<file path="config.mk">
export PLATFORM = sky130hd
export DESIGN_NAME = key_schedule_iter
export DESIGN_NICKNAME = d
export VERILOG_FILES = /design/src/rtl/key_schedule_iter.sv
export SDC_FILE = /design/constraint.sdc
export NUM_CORES = 2
export LEC_CHECK = 0
export CAP_MARGIN = 10
export CELL_PAD_IN_SITES_DETAIL_PLACEMENT = 0
export CELL_PAD_IN_SITES_GLOBAL_PLACEMENT = 1
export CORE_AREA = 4 4 403 405
export DETAILED_ROUTE_END_ITERATION = 8
export DIE_AREA = 0 0 407 409
export GPL_TIMING_DRIVEN = 0
export PLACE_DENSITY = 0.92
export SKIP_LAST_GASP = 1
export SLEW_MARGIN = 10
export SYNTH_ARGS = -nofsm -noshare
export SYNTH_HDL_FRONTEND = slang
export SYNTH_SLANG_ARGS = --single-unit
</file>
<file path="constraint.sdc">
create_clock -name clock -period 34 [get_ports clock]
set_clock_uncertainty 0.15 [all_clocks]
set_input_delay 3.4 -clock clock [delete_from_list [all_inputs] [get_ports clock]]
set_output_delay 3.4 -clock clock [all_outputs]
set_load 0.03 [all_outputs]
</file>
<file path="src/rtl/key_schedule_iter.sv">
// key_schedule_iter: word-serial AES key schedule (AES-128/192/256 via KEY_BITS).
// Produces one 32-bit schedule word per cycle and streams 128-bit round keys
// 0..NR over a valid/ready handshake with backpressure.
// Optional macro KEY_SCHED_DECRYPT_EN: buffers the whole schedule and, when
// i_reverse is set at key accept, emits the round keys NR down to 0.
module key_schedule_iter #(
   parameter int KEY_BITS = 128,
   parameter int NK       = KEY_BITS / 32,
   parameter int NR       = NK + 6
) (
   input  logic                clock,
   input  logic                reset,
   input  logic                i_key_valid,
   output logic                o_key_ready,
   input  logic [KEY_BITS-1:0] i_key,
   input  logic                i_reverse,
   output logic                o_rk_valid,
   input  logic                i_rk_ready,
   output logic [127:0]        o_round_key,
   output logic [3:0]          o_round_idx,
   output logic                o_last
);

   if (!(KEY_BITS == 128 || KEY_BITS == 192 || KEY_BITS == 256) ||
       NK != KEY_BITS / 32 || NR != NK + 6) begin : g_bad_cfg
      $error("key_schedule_iter: KEY_BITS must be 128, 192 or 256 and NK/NR left derived");
   end

   localparam logic [5:0] LAST_WORD = 6'(4 * (NR + 1) - 1);

   typedef enum logic [1:0] {IDLE, EXPAND, DRAIN} state_t;

   state_t        r_state, w_next;
   logic [31:0]   r_win [NK];
   logic [31:0]   r_asm [3];
   logic [5:0]    r_i;
   logic [2:0]    r_pos;
   logic [7:0]    r_rcon;
   logic          r_key_ready;
   logic          r_rk_valid;
   logic [127:0]  r_rk;
   logic [3:0]    r_idx;
   logic          r_last;

   logic [31:0]   w_word, w_old, w_prev, w_key_word, w_sub_in, w_sub;
   logic          w_accept, w_xfer, w_rk_slot, w_stall, w_adv, w_rev_mode;
   logic          w_load_fwd, w_load, w_load_last;
   logic [127:0]  w_load_key;
   logic [3:0]    w_load_idx;

   function automatic logic [7:0] gf_mul(input logic [7:0] a, input logic [7:0] b);
      logic [7:0] p, t;
      p = '0;
      t = a;
      for (int unsigned k = 0; k < 8; k++) begin
         if (b[k]) p = p ^ t;
         t = {t[6:0], 1'b0} ^ (t[7] ? 8'h1b : 8'h00);
      end
      return p;
   endfunction

   // S-box as x^254 in GF(2^8) followed by the affine map (0 maps to 0x63)
   function automatic logic [7:0] sbox(input logic [7:0] x);
      logic [7:0] r, s;
      r = 8'h01;
      s = x;
      for (int unsigned k = 0; k < 7; k++) begin
         s = gf_mul(s, s);
         r = gf_mul(r, s);
      end
      return r ^ {r[6:0], r[7]} ^ {r[5:0], r[7:6]} ^ {r[4:0], r[7:5]} ^ {r[3:0], r[7:4]} ^ 8'h63;
   endfunction

`ifdef KEY_SCHED_DECRYPT_EN
   logic [127:0]  r_buf [15];
   logic          r_rev, r_rem;
   logic [3:0]    r_ridx;
   logic          w_load_rev;
   assign w_rev_mode = r_rev;
   assign w_load_rev = (r_state == DRAIN) && r_rev && r_rem && (!r_rk_valid || i_rk_ready);
`else
   logic          w_unused_rev;
   assign w_unused_rev = i_reverse;
   assign w_rev_mode   = 1'b0;
`endif

   assign w_accept  = (r_state == IDLE) && r_key_ready && i_key_valid;
   assign w_xfer    = r_rk_valid && i_rk_ready;
   assign w_rk_slot = (r_i[1:0] == 2'd3);
   assign w_stall   = w_rk_slot && r_rk_valid && !i_rk_ready && !w_rev_mode;
   assign w_adv     = (r_state == EXPAND) && !w_stall;
   assign w_load_fwd = w_adv && w_rk_slot && !w_rev_mode;

   // Next schedule word; window holds w[i-NK] at [0] and w[i-1] at [NK-1]
   always_comb begin
      w_old      = r_win[0];
      w_prev     = r_win[NK-1];
      w_key_word = r_win[0];
      for (int unsigned j = 0; j < NK; j++) begin
         if (r_pos == 3'(j)) w_key_word = r_win[j];
      end
      w_sub_in = (r_pos == 3'd0) ? {w_prev[23:0], w_prev[31:24]} : w_prev;
      w_sub    = {sbox(w_sub_in[31:24]), sbox(w_sub_in[23:16]),
                  sbox(w_sub_in[15:8]),  sbox(w_sub_in[7:0])};
      if (r_i < 6'(NK))
         w_word = w_key_word;
      else if (r_pos == 3'd0)
         w_word = w_old ^ w_sub ^ {r_rcon, 24'h0};
      else if (NK == 8 && r_pos == 3'd4)
         w_word = w_old ^ w_sub;
      else
         w_word = w_old ^ w_prev;
   end

   // Output-register load source: assembled forward key or buffered reverse key
   always_comb begin
      w_load      = w_load_fwd;
      w_load_key  = {r_asm[0], r_asm[1], r_asm[2], w_word};
      w_load_idx  = r_i[5:2];
      w_load_last = (r_i == LAST_WORD);
`ifdef KEY_SCHED_DECRYPT_EN
      if (w_load_rev) begin
         w_load      = 1'b1;
         w_load_key  = r_buf[r_ridx];
         w_load_idx  = r_ridx;
         w_load_last = (r_ridx == 4'd0);
      end
`endif
   end

   // FSM next state
   always_comb begin
      w_next = r_state;
      case (r_state)
         IDLE:    if (w_accept) w_next = EXPAND;
         EXPAND:  if (w_adv && r_i == LAST_WORD) w_next = DRAIN;
         DRAIN:   if (w_xfer && r_last) w_next = IDLE;
         default: w_next = IDLE;
      endcase
   end

   // FSM state register and key-ready flag (low throughout reset)
   always_ff @(posedge clock) begin
      if (!reset) begin
         r_state     <= IDLE;
         r_key_ready <= 1'b0;
      end else begin
         r_state     <= w_next;
         r_key_ready <= (w_next == IDLE);
      end
   end

   // Word counter, key window, Rcon and assembly shift register
   always_ff @(posedge clock) begin
      if (!reset) begin
         r_i    <= '0;
         r_pos  <= '0;
         r_rcon <= 8'h01;
         for (int unsigned j = 0; j < NK; j++) r_win[j] <= '0;
         for (int unsigned j = 0; j < 3; j++)  r_asm[j] <= '0;
      end else if (w_accept) begin
         r_i    <= '0;
         r_pos  <= '0;
         r_rcon <= 8'h01;
         for (int unsigned j = 0; j < NK; j++) r_win[j] <= i_key[KEY_BITS-1-32*j -: 32];
      end else if (w_adv) begin
         r_i      <= r_i + 6'd1;
         r_pos    <= (r_pos == 3'(NK - 1)) ? 3'd0 : r_pos + 3'd1;
         r_asm[0] <= r_asm[1];
         r_asm[1] <= r_asm[2];
         r_asm[2] <= w_word;
         if (r_i >= 6'(NK)) begin
            for (int unsigned j = 0; j + 1 < NK; j++) r_win[j] <= r_win[j+1];
            r_win[NK-1] <= w_word;
            if (r_pos == 3'd0) r_rcon <= {r_rcon[6:0], 1'b0} ^ (r_rcon[7] ? 8'h1b : 8'h00);
         end
      end
   end

   // Output register: a load may coincide with a transfer (no bubble)
   always_ff @(posedge clock) begin
      if (!reset) begin
         r_rk_valid <= 1'b0;
         r_rk       <= '0;
         r_idx      <= '0;
         r_last     <= 1'b0;
      end else if (w_load) begin
         r_rk_valid <= 1'b1;
         r_rk       <= w_load_key;
         r_idx      <= w_load_idx;
         r_last     <= w_load_last;
      end else if (w_xfer) begin
         r_rk_valid <= 1'b0;
      end
   end

`ifdef KEY_SCHED_DECRYPT_EN
   // Reverse-order control: direction latch and downward emission counter
   always_ff @(posedge clock) begin
      if (!reset) begin
         r_rev  <= 1'b0;
         r_rem  <= 1'b0;
         r_ridx <= '0;
      end else if (w_accept) begin
         r_rev  <= i_reverse;
         r_rem  <= 1'b0;
      end else if (w_adv && r_i == LAST_WORD && r_rev) begin
         r_rem  <= 1'b1;
         r_ridx <= 4'(NR);
      end else if (w_load_rev) begin
         if (r_ridx == 4'd0) r_rem <= 1'b0;
         else                r_ridx <= r_ridx - 4'd1;
      end
   end

   // Round-key buffer fill while expanding in reverse mode
   always_ff @(posedge clock) begin
      if (w_adv && w_rk_slot && r_rev)
         r_buf[r_i[5:2]] <= {r_asm[0], r_asm[1], r_asm[2], w_word};
   end
`endif

   assign o_key_ready = r_key_ready;
   assign o_rk_valid  = r_rk_valid;
   assign o_round_key = r_rk;
   assign o_round_idx = r_idx;
   assign o_last      = r_last;

endmodule

</file>
==> reports/results.md <==
| Group | Result | Reported |
|---|---|---|
| detailed routing | Via/cell ratio | 6.23 |
| global route | Global-route usage over all layers | 0.321 |
| synth | Synthesized net count | 9852 |
| timing | Final Hold Slack | 311 ps |
| run status | Outcome | finished, final reports clean |
| critical path | Max incr delay on CP | 720 ps |
| detailed routing | Antenna violation net count after detailed routing | 0 |
| detailed routing | Total wire length | 282 mm |
| global route | Busiest grt layer | met2 |
| die | Boundary pin count | 268 |
| synth | Synth unique cells | 152 |
| synth | Most used flip-flop cell after synthesis | sky130_fd_sc_hd__edfxtp_1 |
| timing | Crit path setup slack, layout | 10610 ps |
| clock network | CTS H-tree depth | 2 |
| synth | Yosys warns | 0 |
| timing | Setup repair after global routing missed its margin | no |
| clock network | Clock tree from TritonCTS | yes |
| synth | Library cell with the highest instance count after synthesis | sky130_fd_sc_hd__xnor2_1 |
| synth | Fraction of synthesized cell area taken by the top area cell type | 0.174 |
| timing | Setup total negative slack | 0 ps |
| worst hold path | Hold/Removal Path Class | reg2reg |
| placed design | Final weighted congestion in routability-driven placement | 1.04 |
| global route | Initial antenna violation count | 7 |
| placed design | Cell Count Post-Placement | 12000 |
| synth | Synth Instances | 9694 |
| timing | Max-slew violation total from the final report | 0 |
| die | Overall die area | 166000 um2 |
| timing | Relative slew margins | 0.122 |
| die | Width of the die | 407 um |
| clock network | Clock slew seen by the registers of the worst setup and hold paths | 70 ps |
| placed design | Detailed placement HPWL | 220 mm |
| global route | Global-route track usage on met2 | 0.514 |
| layout | Post-layout instance count excluding filler cells | 12100 |
| clock network | Setup Fix Bufs, Post-CTS | 0 |
| run | Max-cap violations | 0 |
| die | Floorplan die height | 409 um |
| synth | Library cell occupying the most area in the post-synthesis netlist | sky130_fd_sc_hd__xnor2_1 |
| global route | Wire length of the first global-routing pass | 426 mm |
| layout | Diodes inserted | 0 |
| clock network | TritonCTS Buffers | 38 |
| critical path | CP Class | reg2reg |
| layout | Filler cell count in the final layout | 14800 |
| global route | Maximum number of pins on one net before global-route repair | 54 |
| critical path | CP Max Fanout | 10 |
| layout | Synthesis-to-layout area growth | 8.58% |
| detailed routing | First-pass iteration count of the detailed router | 7 |
| synth | Average footprint of a synthesized cell | 8.13 um2 |
| synth | Cells taking the most area after synthesis | sky130_fd_sc_hd__xnor2_1, sky130_fd_sc_hd__xnor3_1, sky130_fd_sc_hd__edfxtp_1 |
| clock network | Hold bufs inserted after CTS | 0 |
| detailed routing | DR WL/cell | 23.3 um |
| layout | Layout Nets | 10200 |
| clock network | Worst-Skew Late Latency | 610 ps |
| placed design | Worst setup timing slack at the placement stage | 11440 ps |
| timing | Slew at the pin closest to its max-slew limit | 1310 ps |
| detailed routing | Detailed-route via count | 75400 |
| placed design | Count of port buffers added during placement | 266 |
| layout | Fraction of layout instances using a drive strength above 1 | 0.0746 |
| clock network | Number of clock sinks | 378 |
| die | Initial cell density of the core | 0.498 |
| layout | Sequential standard cell area | 9810 um2 |
| timing | Achievable Freq | 42.8 MHz |
| timing | Count of final setup violators | 0 |
| clock network | Clock root buffer | sky130_fd_sc_hd__clkbuf_16 |
| critical path | CP Data Arrival Time | 23560 ps |
| timing | Tmin final | 23390 ps |
| synth | Fraction of registers with async set/reset | 0 |
| critical path | Startpoint types | register |
| synth | Share of synthesized area occupied by flip-flops and latches | 0.124 |
| global route | Met1 capacity usage during global routing | 0.451 |
| die | Core footprint | 158000 um2 |
| critical path | Nature of the critical path endpoint | register |
| global route | Number of global-route vias before repair | 69600 |
| synth | Netlist area before placement | 78800 um2 |
| synth | Synth cell count leaders | sky130_fd_sc_hd__xnor2_1, sky130_fd_sc_hd__nor2_1, sky130_fd_sc_hd__nand2_1, sky130_fd_sc_hd__a21oi_1, sky130_fd_sc_hd__xor2_1 |
| critical path | Req. time, crit path | 34170 ps |
| detailed routing | Remaining routing DRC violations | 0 |
| layout | Multi-input combinational cell area | 65100 um2 |
| critical path | Max stage delay cell, worst path | sky130_fd_sc_hd__xnor2_1 |
| timing | Hold violation count in the final report | 0 |
| detailed routing | Violation count after the first detailed-routing iteration | 9037 |
| synth | Post-synth EDFFs | 224 |
| die | Row count | 146 |
| timing | Final worst path period share | 0.688 |
| global route | GRT overflow | 0 |
| clock network | Maximum root-to-sink buffer count | 3 |
| clock network | # resized after CTS | 0 |
| global route | M3 GR Usage | 0.0420 |
| synth | Number of register bits inferred by synthesis | 378 |
==> per-layer routing <==
metal  up-vias  wire (um)
met1     36400     118000
met4         8      10400
li1      34400          -
met3       564      26700
met5         -         68
met2      4133     127000
==> sequential cells by signal, indices dropped and copies added, names as in the netlist <==
signal / cells
o_key_ready: 1
o_last: 1
o_rk_valid: 1
o_round_idx: 4
o_round_key: 128
r_asm: 96
r_i: 6
r_pos: 3
r_rcon: 8
r_state: 2
r_win: 128
==> final timing paths <==
| kind | slack, ps | from | end | cells after the start |
|---|---|---|---|---|
| max | 10610 | r_pos[0] | r_asm[2][30] | 73 |
| min | 310 | o_round_key[30] | o_round_key[30] | 2 |
| max reg2reg | 10610 | r_pos[0] | r_asm[2][30] | 73 |
| min reg2reg | 310 | o_round_key[30] | o_round_key[30] | 2 |
==> critical path: cells and delay by family (launching register included) <==
| family | cells | cell delay, ps |
|---|---|---|
| compound gates | 16 | 5460 |
| xor+xnor | 12 | 5420 |
| buf+inv | 19 | 4540 |
| mux | 6 | 2000 |
| flops | 1 | 350 |
| fa+ha+maj | 5 | 1920 |
| simple gates | 15 | 3220 |
==> final cells by class <==
type,count,share of cell area
multi-input cells,8530,0.761
flip-flops and latches,378,0.115
plain buffers,699,0.0426
repair buffers,272,0.0327
well taps,2072,0.0303
clock buffers,48,0.0121
inverters,87,0.00387
clock inverters,22,0.00289
==> metrics by stage <==
stage               utilization  area (um2)
finish                    0.540       85600
detailed placement        0.532       84300
floorplan                     -       78800
global route              0.540       85600
global placement          0.531       84100
CTS                       0.540       85600
==> layout by cell type (no fill, tap or decap), types with 103 or more instances in the layout <==
cell,n
sky130_fd_sc_hd__a21boi_0,113
sky130_fd_sc_hd__a21oi_1,478
sky130_fd_sc_hd__a22o_1,109
sky130_fd_sc_hd__and3_1,103
sky130_fd_sc_hd__buf_2,126
sky130_fd_sc_hd__clkbuf_1,418
sky130_fd_sc_hd__clkdlybuf4s50_1,266
sky130_fd_sc_hd__dfxtp_1,154
sky130_fd_sc_hd__edfxtp_1,224
sky130_fd_sc_hd__mux2i_1,302
sky130_fd_sc_hd__nand2_1,1184
sky130_fd_sc_hd__nand3_1,216
sky130_fd_sc_hd__nor2_1,1204
sky130_fd_sc_hd__nor3_1,211
sky130_fd_sc_hd__o21ai_0,390
sky130_fd_sc_hd__o22ai_1,104
sky130_fd_sc_hd__xnor2_1,1565
sky130_fd_sc_hd__xnor2_2,112
sky130_fd_sc_hd__xnor3_1,385
sky130_fd_sc_hd__xor2_1,477
==> cells by family (layout without fill, tap and decap cells) <==
kind of cell,after synthesis,after routing,synth area share
and+or+nand+nor,3412,3412,0.193
AOI/OAI and AO/OA,2020,2020,0.171
xor gates and xnor gates,2697,2697,0.406
adders and majority gates,30,30,0.00460
DFF,378,378,0.124
buffers and inverters,786,1128,0.0504
muxes,371,371,0.0503
Power is not shown: default switching activity piles up to over one toggle a cycle in this logic, so the estimate is an artifact.
